**config.mk**
```make
export PLATFORM = sky130hd
export DESIGN_NAME = wb_queue
export DESIGN_NICKNAME = d
export VERILOG_FILES = /design/src/rtl/wb_queue.sv
export SDC_FILE = /design/constraint.sdc
export NUM_CORES = 1
export LEC_CHECK = 0
export BUFFER_PORTS_ARGS = -buffer_cell sky130_fd_sc_hd__buf_4
export CORE_ASPECT_RATIO = 0.6
export CORE_MARGIN = 2
export CORE_UTILIZATION = 55
export DETAILED_ROUTE_END_ITERATION = 12
export GPL_TIMING_DRIVEN = 0
export PLACE_DENSITY = 0.77
export SYNTH_ARGS = -nofsm -noshare
export SYNTH_HDL_FRONTEND = slang
export SYNTH_SLANG_ARGS = --single-unit
```
**constraint.sdc**
```tcl
create_clock -name clk -period 16.6 [get_ports clk]
set_input_delay 0 -clock clk [delete_from_list [all_inputs] [get_ports clk]]
set_output_delay 0 -clock clk [all_outputs]
set_load 0.1 [all_outputs]
```
**src/rtl/wb_queue.sv**
```systemverilog
// Writeback queue: merges load-unit and ALU results into one register-file write port,
// with youngest-entry forwarding to the register read stage.
module wb_queue #(
    parameter int WIDTH      = 32,
    parameter int ADDR_WIDTH = 5,
    parameter int DEPTH      = 4
) (
    input  logic                        clk,
    input  logic                        rst,
    input  logic                        lsu_valid,
    output logic                        lsu_ready,
    input  logic [ADDR_WIDTH-1:0]       lsu_rd,
    input  logic [WIDTH-1:0]            lsu_data,
    input  logic                        alu_valid,
    output logic                        alu_ready,
    input  logic [ADDR_WIDTH-1:0]       alu_rd,
    input  logic [WIDTH-1:0]            alu_data,
    output logic                        rf_wen,
    output logic [ADDR_WIDTH-1:0]       rf_addrw,
    output logic [WIDTH-1:0]            rf_dinw,
    input  logic [ADDR_WIDTH-1:0]       qa_addr,
    input  logic [ADDR_WIDTH-1:0]       qb_addr,
    output logic                        fwd_a_hit,
    output logic                        fwd_b_hit,
    output logic [WIDTH-1:0]            fwd_a_data,
    output logic [WIDTH-1:0]            fwd_b_data,
    output logic [$clog2(DEPTH):0]      count,
    output logic                        empty,
    output logic                        full
);

    localparam int PW = $clog2(DEPTH);
    localparam int CW = PW + 1;
    localparam logic [CW:0] DEPTH_W = (CW+1)'(DEPTH);

    logic [ADDR_WIDTH-1:0] rd_q   [DEPTH];
    logic [WIDTH-1:0]      data_q [DEPTH];
    logic [PW-1:0]         wptr, rptr;
    logic [CW-1:0]         count_r;

    logic        pop;
    logic [CW:0] free_slots;
    logic        lsu_push, alu_push;
    logic [PW-1:0] alu_slot;

    // The head pops every cycle it exists, so its slot counts as free for this cycle's pushes.
    assign pop        = (count_r != '0);
    assign free_slots = DEPTH_W - {1'b0, count_r} + {{CW{1'b0}}, pop};
    assign lsu_ready  = (free_slots >= (CW+1)'(1));
    assign alu_ready  = (free_slots >= (CW+1)'(2)) ||
                        ((free_slots >= (CW+1)'(1)) && !lsu_valid);

    // rd = 0 is the hard-wired zero register: handshake completes, nothing is stored.
    assign lsu_push = lsu_valid && lsu_ready && (lsu_rd != '0);
    assign alu_push = alu_valid && alu_ready && (alu_rd != '0);
    assign alu_slot = wptr + PW'(lsu_push);

    always_ff @(posedge clk) begin
        if (rst) begin
            wptr    <= '0;
            rptr    <= '0;
            count_r <= '0;
        end else begin
            wptr    <= wptr + PW'(lsu_push) + PW'(alu_push);
            rptr    <= rptr + PW'(pop);
            count_r <= count_r + CW'(lsu_push) + CW'(alu_push) - CW'(pop);
        end
    end

    always_ff @(posedge clk) begin
        if (!rst) begin
            if (lsu_push) begin
                rd_q[wptr]   <= lsu_rd;
                data_q[wptr] <= lsu_data;
            end
            if (alu_push) begin
                rd_q[alu_slot]   <= alu_rd;
                data_q[alu_slot] <= alu_data;
            end
        end
    end

    assign rf_wen   = pop;
    assign rf_addrw = pop ? rd_q[rptr]   : '0;
    assign rf_dinw  = pop ? data_q[rptr] : '0;

    // Scan oldest to youngest so the last match wins.
    always_comb begin
        fwd_a_hit  = 1'b0;
        fwd_b_hit  = 1'b0;
        fwd_a_data = '0;
        fwd_b_data = '0;
        for (int k = 0; k < DEPTH; k++) begin
            if (CW'(k) < count_r) begin
                if ((qa_addr != '0) && (rd_q[rptr + PW'(k)] == qa_addr)) begin
                    fwd_a_hit  = 1'b1;
                    fwd_a_data = data_q[rptr + PW'(k)];
                end
                if ((qb_addr != '0) && (rd_q[rptr + PW'(k)] == qb_addr)) begin
                    fwd_b_hit  = 1'b1;
                    fwd_b_data = data_q[rptr + PW'(k)];
                end
            end
        end
    end

    assign count = count_r;
    assign empty = (count_r == '0);
    assign full  = (count_r == CW'(DEPTH));

endmodule

```
-- After elaboration in Yosys (flattened, before gate mapping)
Memories as Yosys holds them, arrays and structs flattened. A register that Yosys moved wholly into a read port is not among the register bits.
Index checks and enable logic that the tools add are counted.
Widths: inputs -> output; s select.
- register bits after elaboration: 7
- bits in writable memories: 148
- input port bits: 88
- output and inout port bits: 111
- logic and storage cells: 94
- memories kept: 2
- $add $sub $neg: 11
- magnitude comparators: 6
- equal/unequal tests: 9
- muxes and demuxes: 42
- reductions and logical operators: 21
- memory list (memory ; words ; bits a word ; rd ports ; clocked after memory_dff ; wr ports ; line ; text):
    data_q ; 4 ; 32 ; 4 ; 1 ; 2 ; 37 ; logic [WIDTH-1:0] data_q [DEPTH];
    rd_q ; 4 ; 5 ; 4 ; 1 ; 2 ; 36 ; logic [ADDR_WIDTH-1:0] rd_q [DEPTH];
- operators by type and width (kind ; count):
    $mux 32 ; 17
    $eq 5x5->1 ; 8
    $mux 1 ; 22
    $reduce_bool 5->1 ; 4
    $logic_and 1x1->1 ; 13
    $add 2x1->2 ; 3
    $add 3x1->3 ; 2
    $lt 1x3->1 const A ; 2
    $lt 2x3->1 const A ; 2
    $mux 5 ; 1
    $add 2x2->2 const B ; 2
    $add 4x1->4 ; 1
    $ge 4x1->1 const B ; 1
    $ge 4x2->1 const B ; 1
    $mux 2 ; 2
    $sub 3x3->4 const A ; 1
    $eq 3x3->1 const B ; 1
    $logic_not 3->1 ; 1
    $reduce_bool 3->1 ; 1
    $sub 3x1->3 ; 1
    $add 2x1->2 const B ; 1
    $logic_not 1->1 ; 1
    $logic_or 1x1->1 ; 1

-- Logic depth before layout (Yosys ltp)
- word-level depth: 10
- depth in mapped cells: 16
- mapped depth without buffers: 13

-- Least setup slack after synthesis
No wires, ideal clock.
- kind: reg-to-reg
- from: reg count_r[2] (netlist: count[2])
- to: mem data_q[0][0] (enable)
- library setup time: 0.534 ns
- arrival time: 7.165 ns
- slack: 8.901 ns
- cell stages (with the launch flop): 11
- path buffers: 2
- cells stage by stage: dfxtp_1 nor3_1 clkbuf_1 clkbuf_1 ha_1 inv_1 ha_1 nand4b_1 a21oi_1 a21o_1 o41ai_1
- RTL lines (item ; line ; text):
    start: declaration ; 39 ; logic [CW-1:0] count_r;
    start signal: assignment ; 66 ; count_r <= count_r + CW'(lsu_push) + CW'(alu_push) - CW'(pop);
    end: declaration ; 37 ;

==> flow_summary.toml <==
[global_routing]
grt_max_degree = 27
met3_usage = 0.127
grt_antenna_before_repair = 0
grtUsageMet2 = 0.544
met1_usage = 0.549
grt-ovfl-total = 0
track_usage = 0.384
grt_most_used_layer = "met1"
grt_pass1_wl_mm = 73.1
grt_pass1_vias = 12500

[detailed_routing]
drt_wl_total_mm = 49.0
vias = 12700
drc = 0
avgViaCountPerCell = 7.26
wl_per_cell_um = 28.1
ant_nets = 0
drt_iter0_markers = 2219
drtPass1Iterations = 10

[place]
io_buffers = 188
hpwl_mm = 33.7
gp_congestion = 0.958

[yosys]
synth_area_leaders = "edfxtp_1 (33%), mux4_2 (23%), mux2_2 (13%), and3_1 (2.8%), a311oi_1 (2.0%)"
avgSynthCellArea_sq_um = 12.2
yosysWarnings = 0
synth_cells = 1088
synth.largest_area_cell = "edfxtp_1"
synthArstFlopShare = 0
synth_xor_area_frac = 0.0264
synth-compound-area-share = 0.0905
synth-edff-count = 148
synth_mux_area_frac = 0.374
synthAdderAreaFrac = 0.0115
ys_seq_area_frac = 0.345
syn-cell-area_sq_um = 13300
synth_ff_type = "edfxtp_1"
synth_top_family_by_area = "multiplexers"
ys_ff_latch = 155
syn_nets = 1187
synth-simple-area-share = 0.102
synth.distinct_cells = 53
synth_top_area_share = 0.335

[timing]
finalSetupTns_ps = 0
fmax_mhz = 156
finalCriticalPeriod_ps = 6420
fin_skew_ps = 6.86
worstMarginPinSlew_ps = 1110
whs_ps = 92.6
finalHoldViolCount = 0
rsz0062_at_grt = "no"
drv_slew = 0
post-route-period-util = 0.387
final-setup-viol-count = 0
relSlewSlack = 0.249

[status]
status = "complete, no violations"

[floorplan]
std_cell_rows = 43
fp.dieW_um = 205
die_y_um = 124
initial_core_util = 0.567
die_area_sq_um = 25400
ioPinCount = 199
coreArea_sq_um = 23400

[cts]
cts_tree = "built"
cts_buffers = 17
htreeDepth = 4
cts_buffer_depth = 2
path_clk_slew_ps = 60
cts_root_buf = "clkbuf_16"
cts_sinks = 155
cts_setup_buffers = 0
clk_latency_ps = 450

[setup_path]
end_kind = "flip-flop"
critical_path_arrival_ps = 6630
required_ps = 16810
critPathMaxFanout = 11
crit_type = "flip-flop to flip-flop"
start_kind = "flip-flop"

[run]
maxCapViolCount = 0

[min_path]
min_path_type = "primary input to flip-flop"

[cells_and_area]
fin_util = 0.725
antenna_cells = 0
n_fill_cell = 1620
final_common_cell = "buf_4"
drive_above_1_share = 0.399
final_cell_mix = "buf_4 (194), mux2_2 (153), edfxtp_1 (148)"
area_delta_synth_final_pct = 27.9
nNetsFinal = 1515

[pwr]
vdd_ir_drop_max_v = 0.000239
totalPowerFinal_mw = 3.37
p_leak_nw = 6.28
p_per_area_nw_per_um2 = 198
==> flip-flops by register name, indices dropped and copies added (netlist names) <==
register	cells
count	3
data_q	128
rd_q	20
rptr	2
wptr	2
==> final timing paths <==
| kind | endpoint | from | slack [ps] | cells after the start |
|---|---|---|---|---|
| worst max-delay path | data_q[0][18] | count[2] | 10180 | 19 |
| worst min-delay path | count[0] | rst | 90 | 3 |
| worst max register to register | data_q[0][18] | count[2] | 10180 | 19 |
| worst min register to register | rptr[0] | rptr[0] | 760 | 2 |
==> report_power, final <==
part,switching (mW),internal [mW]
registers,0.0689,0.536
clock network,0.169,0.255
logic,1.60,0.737
total,1.84,1.53
==> worst max-delay path, stage by stage, from the launching register on <==
cell      delay (ps)
dfxtp_1          410
nor3_1           300
clkbuf_1         610
clkbuf_1         670
ha_1             300
inv_1             50
ha_1             190
or2_2            300
a21oi_1          290
a21o_1           290
inv_1             70
ha_1             340
nor3b_1           80
nand2_1          110
buf_2            300
buf_1            800
o41ai_2          450
buf_6            270
buf_4            180
buf_6            150
==> logic make-up after synthesis <==
| group | after synthesis |
|---|---|
| and+or+nand+nor | 244 |
| adders and majority gates | 11 |
| AOI/OAI and AO/OA | 179 |
| DFF | 155 |
| xor gates and xnor gates | 40 |
| muxes | 302 |
| buffers and inverters | 157 |
==> final cells by class <==
type | count | area (sq um) | area share
sequential | 155 | 4580 | 0.270
clock inverter | 11 | 168 | 0.00988
inverter | 42 | 158 | 0.00929
tap | 315 | 394 | 0.0232
timing repair buffer | 309 | 2660 | 0.157
buffer | 115 | 504 | 0.0297
clock buffer | 21 | 450 | 0.0265
multi-input combinational | 776 | 8050 | 0.474
==> cells in the mapped netlist (4+ instances only) <==
| cell type | number |
|---|---|
| a311oi_1 | 31 |
| nand2_1 | 16 |
| a211oi_1 | 32 |
| ha_1 | 9 |
| nor3_1 | 37 |
| mux2_2 | 153 |
| nand3_1 | 4 |
| or2_2 | 5 |
| mux4_2 | 137 |
| clkbuf_1 | 65 |
| nor2_1 | 47 |
| edfxtp_1 | 148 |
| o21ai_0 | 36 |
| a21oi_1 | 9 |
| nand4_1 | 8 |
| mux2i_1 | 9 |
| buf_2 | 37 |
| and3_1 | 60 |
| xor2_1 | 14 |
| a31oi_1 | 32 |
| xnor2_1 | 26 |
| buf_1 | 9 |
| inv_1 | 42 |
| dfxtp_1 | 7 |
| nor2b_1 | 43 |
| o22ai_1 | 31 |
==> stage by stage <==
stage | cell area (sq um) | setup slack [ps] | std cells
after floorplan | 13300 | 8900 | 1088
after global placement | 15100 | 5650 | 1591
after detailed placement | 15200 | 10440 | 1601
after CTS | 17000 | 10300 | 1744
after global routing | 17000 | 9960 | 1744
final | 17000 | 10180 | 1744
==> routing by layer <==
metal,vias up,share of wire
li1,5041,-
met1,6030,0.36
met2,1338,0.42
met3,261,0.17
met4,0,0.042
met5,-,0
==> repair_timing <==
item / 4_1_cts / 5_1_grt
gates resized for setup: 0 / 0
hold buffers: 111 / 0
endpoints found under the hold margin: 148 / 0
Power figures use the tool's default switching activity.
